`src/rtl/carbon_uart_tx_phy.sv`:
```
// carbon_uart_tx_phy: 8N1 UART transmitter with a small byte FIFO.
// Back-to-back frames leave the stop bit straight into the next start bit.
module carbon_uart_tx_phy #(
  parameter int CLKS_PER_BIT = 16,
  parameter int FIFO_DEPTH   = 4
) (
  input  logic                        clk,
  input  logic                        rst,
  input  logic                        tx_valid,
  input  logic [7:0]                  tx_data,
  output logic                        tx_ready,
  output logic                        txd,
  output logic                        busy,
  output logic [$clog2(FIFO_DEPTH):0] fifo_count
);

  localparam int PW   = $clog2(FIFO_DEPTH);
  localparam int CW   = PW + 1;
  localparam int CNTW = $clog2(CLKS_PER_BIT);

  localparam logic [CW-1:0]   FULL    = CW'(FIFO_DEPTH);
  localparam logic [CNTW-1:0] CNT_MAX = CNTW'(CLKS_PER_BIT - 1);

  if (CLKS_PER_BIT < 2) begin : g_bad_cpb
    $error("CLKS_PER_BIT must be >= 2");
  end

  if (FIFO_DEPTH < 2 ||
      (FIFO_DEPTH & (FIFO_DEPTH - 1)) != 0) begin : g_bad_depth
    $error("FIFO_DEPTH must be a power of two >= 2");
  end

  typedef enum logic [1:0] {
    IDLE,
    START,
    DATA,
    STOP
  } state_t;

  state_t          state_q;
  state_t          state_d;
  logic [CNTW-1:0] cnt_q;
  logic [CNTW-1:0] cnt_d;
  logic [2:0]      idx_q;
  logic [2:0]      idx_d;
  logic [7:0]      sh_q;
  logic [7:0]      sh_d;
  logic            txd_q;
  logic            txd_d;

  logic [7:0]    mem [FIFO_DEPTH];
  logic [PW-1:0] wr_ptr;
  logic [PW-1:0] rd_ptr;
  logic [CW-1:0] count_q;

  logic       push;
  logic       pop;
  logic       have;
  logic       cnt_end;
  logic [7:0] head;

  assign tx_ready   = (count_q != FULL);
  assign push       = tx_valid && tx_ready;
  assign have       = (count_q != '0);
  assign head       = mem[rd_ptr];
  assign cnt_end    = (cnt_q == '0);
  assign txd        = txd_q;
  assign fifo_count = count_q;
  assign busy       = (state_q != IDLE) || have;

  always_comb begin
    state_d = state_q;
    cnt_d   = cnt_q;
    idx_d   = idx_q;
    sh_d    = sh_q;
    txd_d   = txd_q;
    pop     = 1'b0;
    unique case (state_q)
      IDLE: begin
        txd_d = 1'b1;
        if (have) begin
          pop     = 1'b1;
          sh_d    = head;
          txd_d   = 1'b0;
          cnt_d   = CNT_MAX;
          state_d = START;
        end
      end
      START: begin
        if (cnt_end) begin
          state_d = DATA;
          idx_d   = 3'd0;
          cnt_d   = CNT_MAX;
          txd_d   = sh_q[0];
        end else begin
          cnt_d = cnt_q - CNTW'(1);
        end
      end
      DATA: begin
        if (!cnt_end) begin
          cnt_d = cnt_q - CNTW'(1);
        end else if (idx_q == 3'd7) begin
          state_d = STOP;
          cnt_d   = CNT_MAX;
          txd_d   = 1'b1;
        end else begin
          // sh_q[0] is the bit on the line; bit 1 goes next
          idx_d = idx_q + 3'd1;
          sh_d  = sh_q >> 1;
          txd_d = sh_q[1];
          cnt_d = CNT_MAX;
        end
      end
      STOP: begin
        if (!cnt_end) begin
          cnt_d = cnt_q - CNTW'(1);
        end else if (have) begin
          pop     = 1'b1;
          sh_d    = head;
          txd_d   = 1'b0;
          cnt_d   = CNT_MAX;
          state_d = START;
        end else begin
          state_d = IDLE;
          txd_d   = 1'b1;
        end
      end
      default: begin
        state_d = IDLE;
        txd_d   = 1'b1;
      end
    endcase
  end

  always_ff @(posedge clk or posedge rst) begin
    if (rst) begin
      state_q <= IDLE;
      cnt_q   <= '0;
      idx_q   <= '0;
      sh_q    <= '0;
      txd_q   <= 1'b1;
    end else begin
      state_q <= state_d;
      cnt_q   <= cnt_d;
      idx_q   <= idx_d;
      sh_q    <= sh_d;
      txd_q   <= txd_d;
    end
  end

  always_ff @(posedge clk or posedge rst) begin
    if (rst) begin
      wr_ptr  <= '0;
      rd_ptr  <= '0;
      count_q <= '0;
    end else begin
      if (push) wr_ptr <= wr_ptr + PW'(1);
      if (pop)  rd_ptr <= rd_ptr + PW'(1);
      case ({push, pop})
        2'b10:   count_q <= count_q + CW'(1);
        2'b01:   count_q <= count_q - CW'(1);
        default: count_q <= count_q;
      endcase
    end
  end

  // storage needs no reset: pointers define what is valid
  always_ff @(posedge clk) begin
    if (push) mem[wr_ptr] <= tx_data;
  end

endmodule

```
`config.mk`:
```
export PLATFORM = sky130hd
export DESIGN_NAME = carbon_uart_tx_phy
export DESIGN_NICKNAME = d
export VERILOG_FILES = /design/src/rtl/carbon_uart_tx_phy.sv
export SDC_FILE = /design/constraint.sdc
export NUM_CORES = 1
export LEC_CHECK = 0
export CORE_UTILIZATION = 50
export DETAILED_ROUTE_END_ITERATION = 16
export PLACE_DENSITY = 0.75
export SETUP_SLACK_MARGIN = 0.15
export SLEW_MARGIN = 20
export SYNTH_ARGS = -nofsm -noshare
export SYNTH_HDL_FRONTEND = slang
export SYNTH_SLANG_ARGS = --single-unit
```
`constraint.sdc`:
```
create_clock -name clk -period 2.3 [get_ports clk]
set_clock_uncertainty 0.05 [all_clocks]
set_input_delay 0.575 -clock clk [delete_from_list [all_inputs] [get_ports clk]]
set_output_delay 0.575 -clock clk [all_outputs]
set_load 0.1 [all_outputs]
```
======== Word level (Yosys, flattened, before mapping) ========
Memory sizes are Yosys's and may differ from the RTL's.
Index checks and enable logic that the tools add are counted.
storage, ports and cells
  memories ................................ 1
  output and inout port bits .............. 6
  bits in read-only memories .............. 0
  bits in registers ....................... 25
  input bits .............................. 11
  bits in latches ......................... 0
  memory bits (writable) .................. 32
memory list
  memory  words  bits a word  rd ports  clocked after Yosys merged registers in  wr ports  line  text
  mem     4      8            1         0                                        1         51    logic [7:0] mem [FIFO_DEPTH];
operators by class
  eq/ne operators ......................... 13
  add/sub/neg operators ................... 6
  div/mod/pow operators ................... 0
  bitwise operators ....................... 0
  $mul .................................... 0
  shifts and indexed selects .............. 0
  order comparisons ....................... 0
  mux-type cells .......................... 32
  reductions and logical operators ........ 14
operator list
  kind                   count
  $mux W8                4
  $pmux W8 S3            1
  $mux W4                3
  $ne A2 B2 Y1 const B   6
  $pmux W3 S2            2
  $pmux W4 S3            1
  $mux W1                10
  $mux W2                5
  $mux W3                3
  $pmux W2 S4            1
  $reduce_and A4 Y1      2
  $add A3 B1 Y3 const B  2
  $eq A2 B2 Y1 const B   3
  $reduce_bool A2 Y1     3
  $reduce_bool A3 Y1     2
  $reduce_and A5 Y1      1
  $add A2 B1 Y2 const B  2
  $eq A2 B1 Y1 const B   2
  $logic_not A4 Y1       1
  $pmux W1 S4            1
  $sub A4 B1 Y4 const B  1
  $eq A3 B3 Y1 const B   1
  $ne A3 B3 Y1 const B   1
  $reduce_and A3 Y1      1
  other kinds (6)        6

======== Longest topological paths before layout ========
  word-level depth ........................ 6
  depth in mapped cells ................... 11
  gate-level depth less buffers ........... 11

======== Least setup slack after synthesis ========
No wires, ideal clock.
  kind .................................... reg-to-reg
  from .................................... register count_q[2] (netlist: fifo_count[2])
  to ...................................... register count_q[2] (netlist: fifo_count[2])
  library setup time ...................... 164 ps
  buffers on the path ..................... 0
  data arrival time ....................... 3,565 ps
  stages on the path, launching flop included .. 10
  path slack .............................. -1,479 ps
  cell sequence ........................... dfrtp_1 -> nand3_1 -> and2_1 -> inv_1 -> ha_1 -> inv_1 -> fa_1 -> xor2_1 -> nor2_1 -> xor2_1
between the ends
  elaborated cells on any way between the ends .. 12
  those cells by class .................... add/sub (2); eq/ne (3); mux (4); reduce/logical (3)
RTL lines
  element                                            line  text
  from (decl)                                        54    logic [CW-1:0] count_q;
  from (signal assigned)                             160   2'b10: count_q <= count_q + CW'(1);
  from (signal assigned)                             161   2'b01: count_q <= count_q - CW'(1);
  from (signal assigned)                             162   default: count_q <= count_q;
  $ne A3 B3 Y1 (*)                                   62    assign tx_ready = (count_q != FULL);
  via tx_ready                                       11    output logic tx_ready,
  $logic_and A1 B1 Y1 (*)                            63    assign push = tx_valid && tx_ready;
  $eq A2 B1 Y1 or $eq A2 B2 Y1 (tied branches)       159   case ({push, pop})
  $pmux W3 S2 or $reduce_bool A2 Y1 (tied branches)  --
Mark *: on every way through the listed nets, which the timed path passes. The rest lies on a longest branch.
A chain may end at the register's enable or synchronous reset.

======== Final worst setup path ========
  from .................................... register cnt_q[0]
  to ...................................... register count_q[2] (netlist: fifo_count[2])
between the ends
  word-level cells in the longest chain between the ends .. 5
  elaborated cells on any way between the ends .. 7
  those cells by class .................... eq/ne (2); mux (3); reduce/logical (2)
RTL lines
  element                                            line  text
  from (decl)                                        42    logic [CNTW-1:0] cnt_q;
  from (signal assigned)                             144   cnt_q <= cnt_d;
  $logic_not A4 Y1 (*)                               66    assign cnt_end = (cnt_q == '0);
  $mux W1 (*)                                        115   if (!cnt_end) begin
  $pmux W1 S2 (*)                                    78    unique case (state_q)
  via pop                                            57    logic pop;
  $eq A2 B1 Y1 or $eq A2 B2 Y1 (tied branches)       159
  $pmux W3 S2 or $reduce_bool A2 Y1 (tied branches)  --
Marks and branches as above.

==> summary.txt <==
Finish
  • Core Util, Final: 68.2%
  • # diodes: 0
  • Commonest cells after routing, fill and taps aside: edfxtp_1, buf_4, dfrtp_1
  • P&R area growth vs syn: 28.6%
  • Non-Filler Instances: 338
  • Commonest non-fill, non-tap cell in the layout: edfxtp_1
  • # nets final: 288
  • Layout cell share with drive strength beyond 1: 35.8%
  • Design area: 0.00357 sq mm

Timing
  • Fmax: 452 MHz
  • Final worst path period share: 96.1%
  • Setup TNS: 0 ns
  • Min setup slack post-route: 0.0898 ns
  • RSZ-0062 raised after global routing: true
  • # setup viols final: 0
  • Worst slew pin tran: 0.434 ns
  • Hold Vio Cnt, Final: 0
  • Slew headroom: 71.1%
  • Hold slack: 0.448 ns
  • Final Critical Period: 2.21 ns
  • Pins Over Slew Limit: 0

Synth
  • Ys Warns: 0
  • Synth Area in Simple Gates: 8.65%
  • Share of the synthesized area in the top cell type: 34.6%
  • Synth Flop Type: edfxtp_1
  • Synth Area per Inst: 12.8 sq um
  • Post-synth EDFFs: 32
  • Async S/R FF share, synth: 43.9%
  • Mux cell area share after synthesis: 11.0%
  • Largest family of logic cells by synthesized area: multiplexers
  • Area leader, netlist: edfxtp_1
  • Flops & latches, synth: 57
  • Largest cells by area after synthesis: edfxtp_1, dfrtp_1, mux2_2
  • Xor-xnor portion of the synthesized cell area: 1.89%
  • Sequential-to-total area share from yosys stat: 57.2%
  • Post-synth cell types: 45
  • Compound-Gate Fraction of Synth Area: 10.7%
  • Synth Net Count: 242
  • Post-Syn Instances: 217
  • Post-Syn Area: 0.00278 sq mm
  • Adder-Cell Fraction of Synth Area: 6.58%

Critical path
  • R2R Path Start: cnt_q[0]
  • CP required: 2.50 ns
  • Buf+Inv Stages, Crit Path: 2
  • Depth of the worst register-to-register path: 11
  • Worst path arrival time: 2.41 ns
  • Slowest CP cell: dfrtp_1
  • CP delay by family, top: adder cells
  • Critical-path cell list: inv_2 > ha_4 > nor3b_4 > a21oi_2 > nor3_4 > ha_4 > inv_2 > fa_2 > xor2_1 > nor2_1 > xor2_1
  • Cell count along the critical path: 11
  • CP Max Fanout: 2
  • Crit end category: flop
  • Worst setup SP type: flop
  • CP Launch Point: cnt_q[0]
  • CP Class: reg -> reg
  • Crit-path max cell delay: 0.39 ns

Detailed routing
  • WL per Instance: 16.3 microns
  • Antenna viol nets, final: 0
  • Total routed wirelength: 5520 microns
  • Routed vias: 1,847
  • First-pass DRT Iterations: 4
  • Drt via density: 5.46
  • Drt drc: 0
  • Initial DRC Count: 115

Global route
  • Initial antenna violation count: 0
  • Pin count of the biggest net entering global routing: 26
  • First-pass GRT wire length: 9040 microns
  • Grt ovf: 0
  • Number of global-route vias before repair: 1,906
  • Global-route total usage across every layer: 20.5%

Place
  • Dpl cells: 309
  • Routability cong.: 0.827
  • DP Area: 0.00317 sq mm
  • HPWL after DPL: 3410 microns
  • Setup WS pre-CTS: -0.0122 ns
  • Port bufs: 16

Pwr
  • Net Sw Power: 2.33 mW
  • Flop pwr share: 28.7%
  • Clock network power share: 18.6%
  • Final Power: 5.96 mW
  • Comb power frac: 52.6%
  • Switching Fraction: 39.0%
  • Pwr dens: 1670 mW/mm^2
  • P_int: 3.63 mW
  • VDD IR-drop max: 1870 uV
  • Static Leak: 1.47 nW

Die
  • Top Ports: 17
  • # rows: 26
  • Die X: 76.5 microns
  • Die Y: 76.5 microns
  • Core footprint: 0.00524 sq mm
  • Initial core utilization: 53.0%
  • Die area: 0.00586 sq mm

Min path
  • Worst Hold Depth: 1
  • Path type of the worst min-delay path: reg -> reg
  • Hold Crit Start: rd_ptr[0]

Clock network
  • TritonCTS clock tree: built
  • Clock Latency Late Sink: 0.33 ns
  • Hold-fix buffers, CTS: 0
  • Htree depth: 3
  • Root buffer cell: clkbuf_8
  • Clock sinks: 57
  • CTS Buf Count: 9
  • CTS clk-pin slew, worst paths: 0.06 ns
  • CTS max path bufs: 2

Flow run
  • MaxCap Viol Count: 0

Status
  • Outcome: finished clean
## routing by layer
layer	part of all wire [%]	vias up	GRT usage (%)
met5	0	-	0
met4	2.4	0	10.6
met3	4.0	12	4.31
met2	49	45	32.9
met1	44	905	26.3
li1	-	885	-
## cell usage after synthesis (all sizes together) (2+ instances only)
| cell | instances |
|---|---|
| o22ai | 10 |
| clkbuf | 5 |
| edfxtp | 32 |
| a211oi | 3 |
| mux2 | 22 |
| dfrtp | 24 |
| nand2b | 3 |
| o21ai | 8 |
| a31oi | 3 |
| buf | 3 |
| xor2 | 3 |
| xnor2 | 3 |
| a21oi | 13 |
| nand3 | 4 |
| ha | 13 |
| a221oi | 2 |
| nor2 | 11 |
| nand2 | 10 |
| or3 | 3 |
| nor3 | 3 |
| and3 | 4 |
| inv | 19 |
## final timing paths
| kind | to | slack (ns) |
|---|---|---|
| setup / recovery | fifo_count[2] | 0.09 |
| hold / removal | rd_ptr[0] | 0.45 |
| setup reg to reg | fifo_count[2] | 0.09 |
| hold reg to reg | rd_ptr[0] | 0.45 |
| max in group asynchronous | txd | 1.33 |
| min in group asynchronous | wr_ptr[1] | 0.57 |
## layout make-up
| cell class | instances | area, sq um |
|---|---|---|
| clock buffers | 10 | 128 |
| flip-flops and latches | 57 | 1600 |
| inverters | 19 | 76.3 |
| clock inverters | 6 | 106 |
| multi-input cells | 133 | 1170 |
| well taps | 70 | 87.6 |
| fillers | 356 | 1670 |
| repair buffers | 43 | 402 |
## sequential cells by signal, indices dropped and copies added (netlist names)
| name | cells |
|---|---|
| mem | 32 |
| sh_q | 8 |
| cnt_q | 4 |
| fifo_count | 3 |
| idx_q | 3 |
| rd_ptr | 2 |
| state_q | 2 |
| wr_ptr | 2 |
| txd | 1 |
## logic make-up after synthesis
family	Yosys count
adders and majority gates	14
buffers and inverters	27
xor gates and xnor gates	6
muxes	24
DFF	57
and+or+nand+nor	44
AOI/OAI and AO/OA	45
## worst register-to-register path: cells and delay by family, from the launching register on
family | cells | cell delay, ns
adder cells (fa/ha/maj) | 3 | 0.63
AO/OA/AOI/OAI | 1 | 0.11
flip-flops | 1 | 0.39
buffers and inverters | 2 | 0.12
XOR/XNOR | 2 | 0.32
AND/OR/NAND/NOR | 3 | 0.51
## power groups by stage
stage	clock network [mW]	registers, mW	logic, mW
floorplan	0	1.91	1.84
global placement	0	1.70	2.69
detailed placement	0	1.71	2.73
CTS	1.12	1.70	2.88
global route	1.16	1.75	3.42
finish	1.11	1.71	3.14
## what timing repair did
item	CTS	global route
setup endpoints to repair	8	11
pin swaps	8	7
gates resized for setup	7	5
setup buffers	5	8
Power figures use the tool's default switching activity.
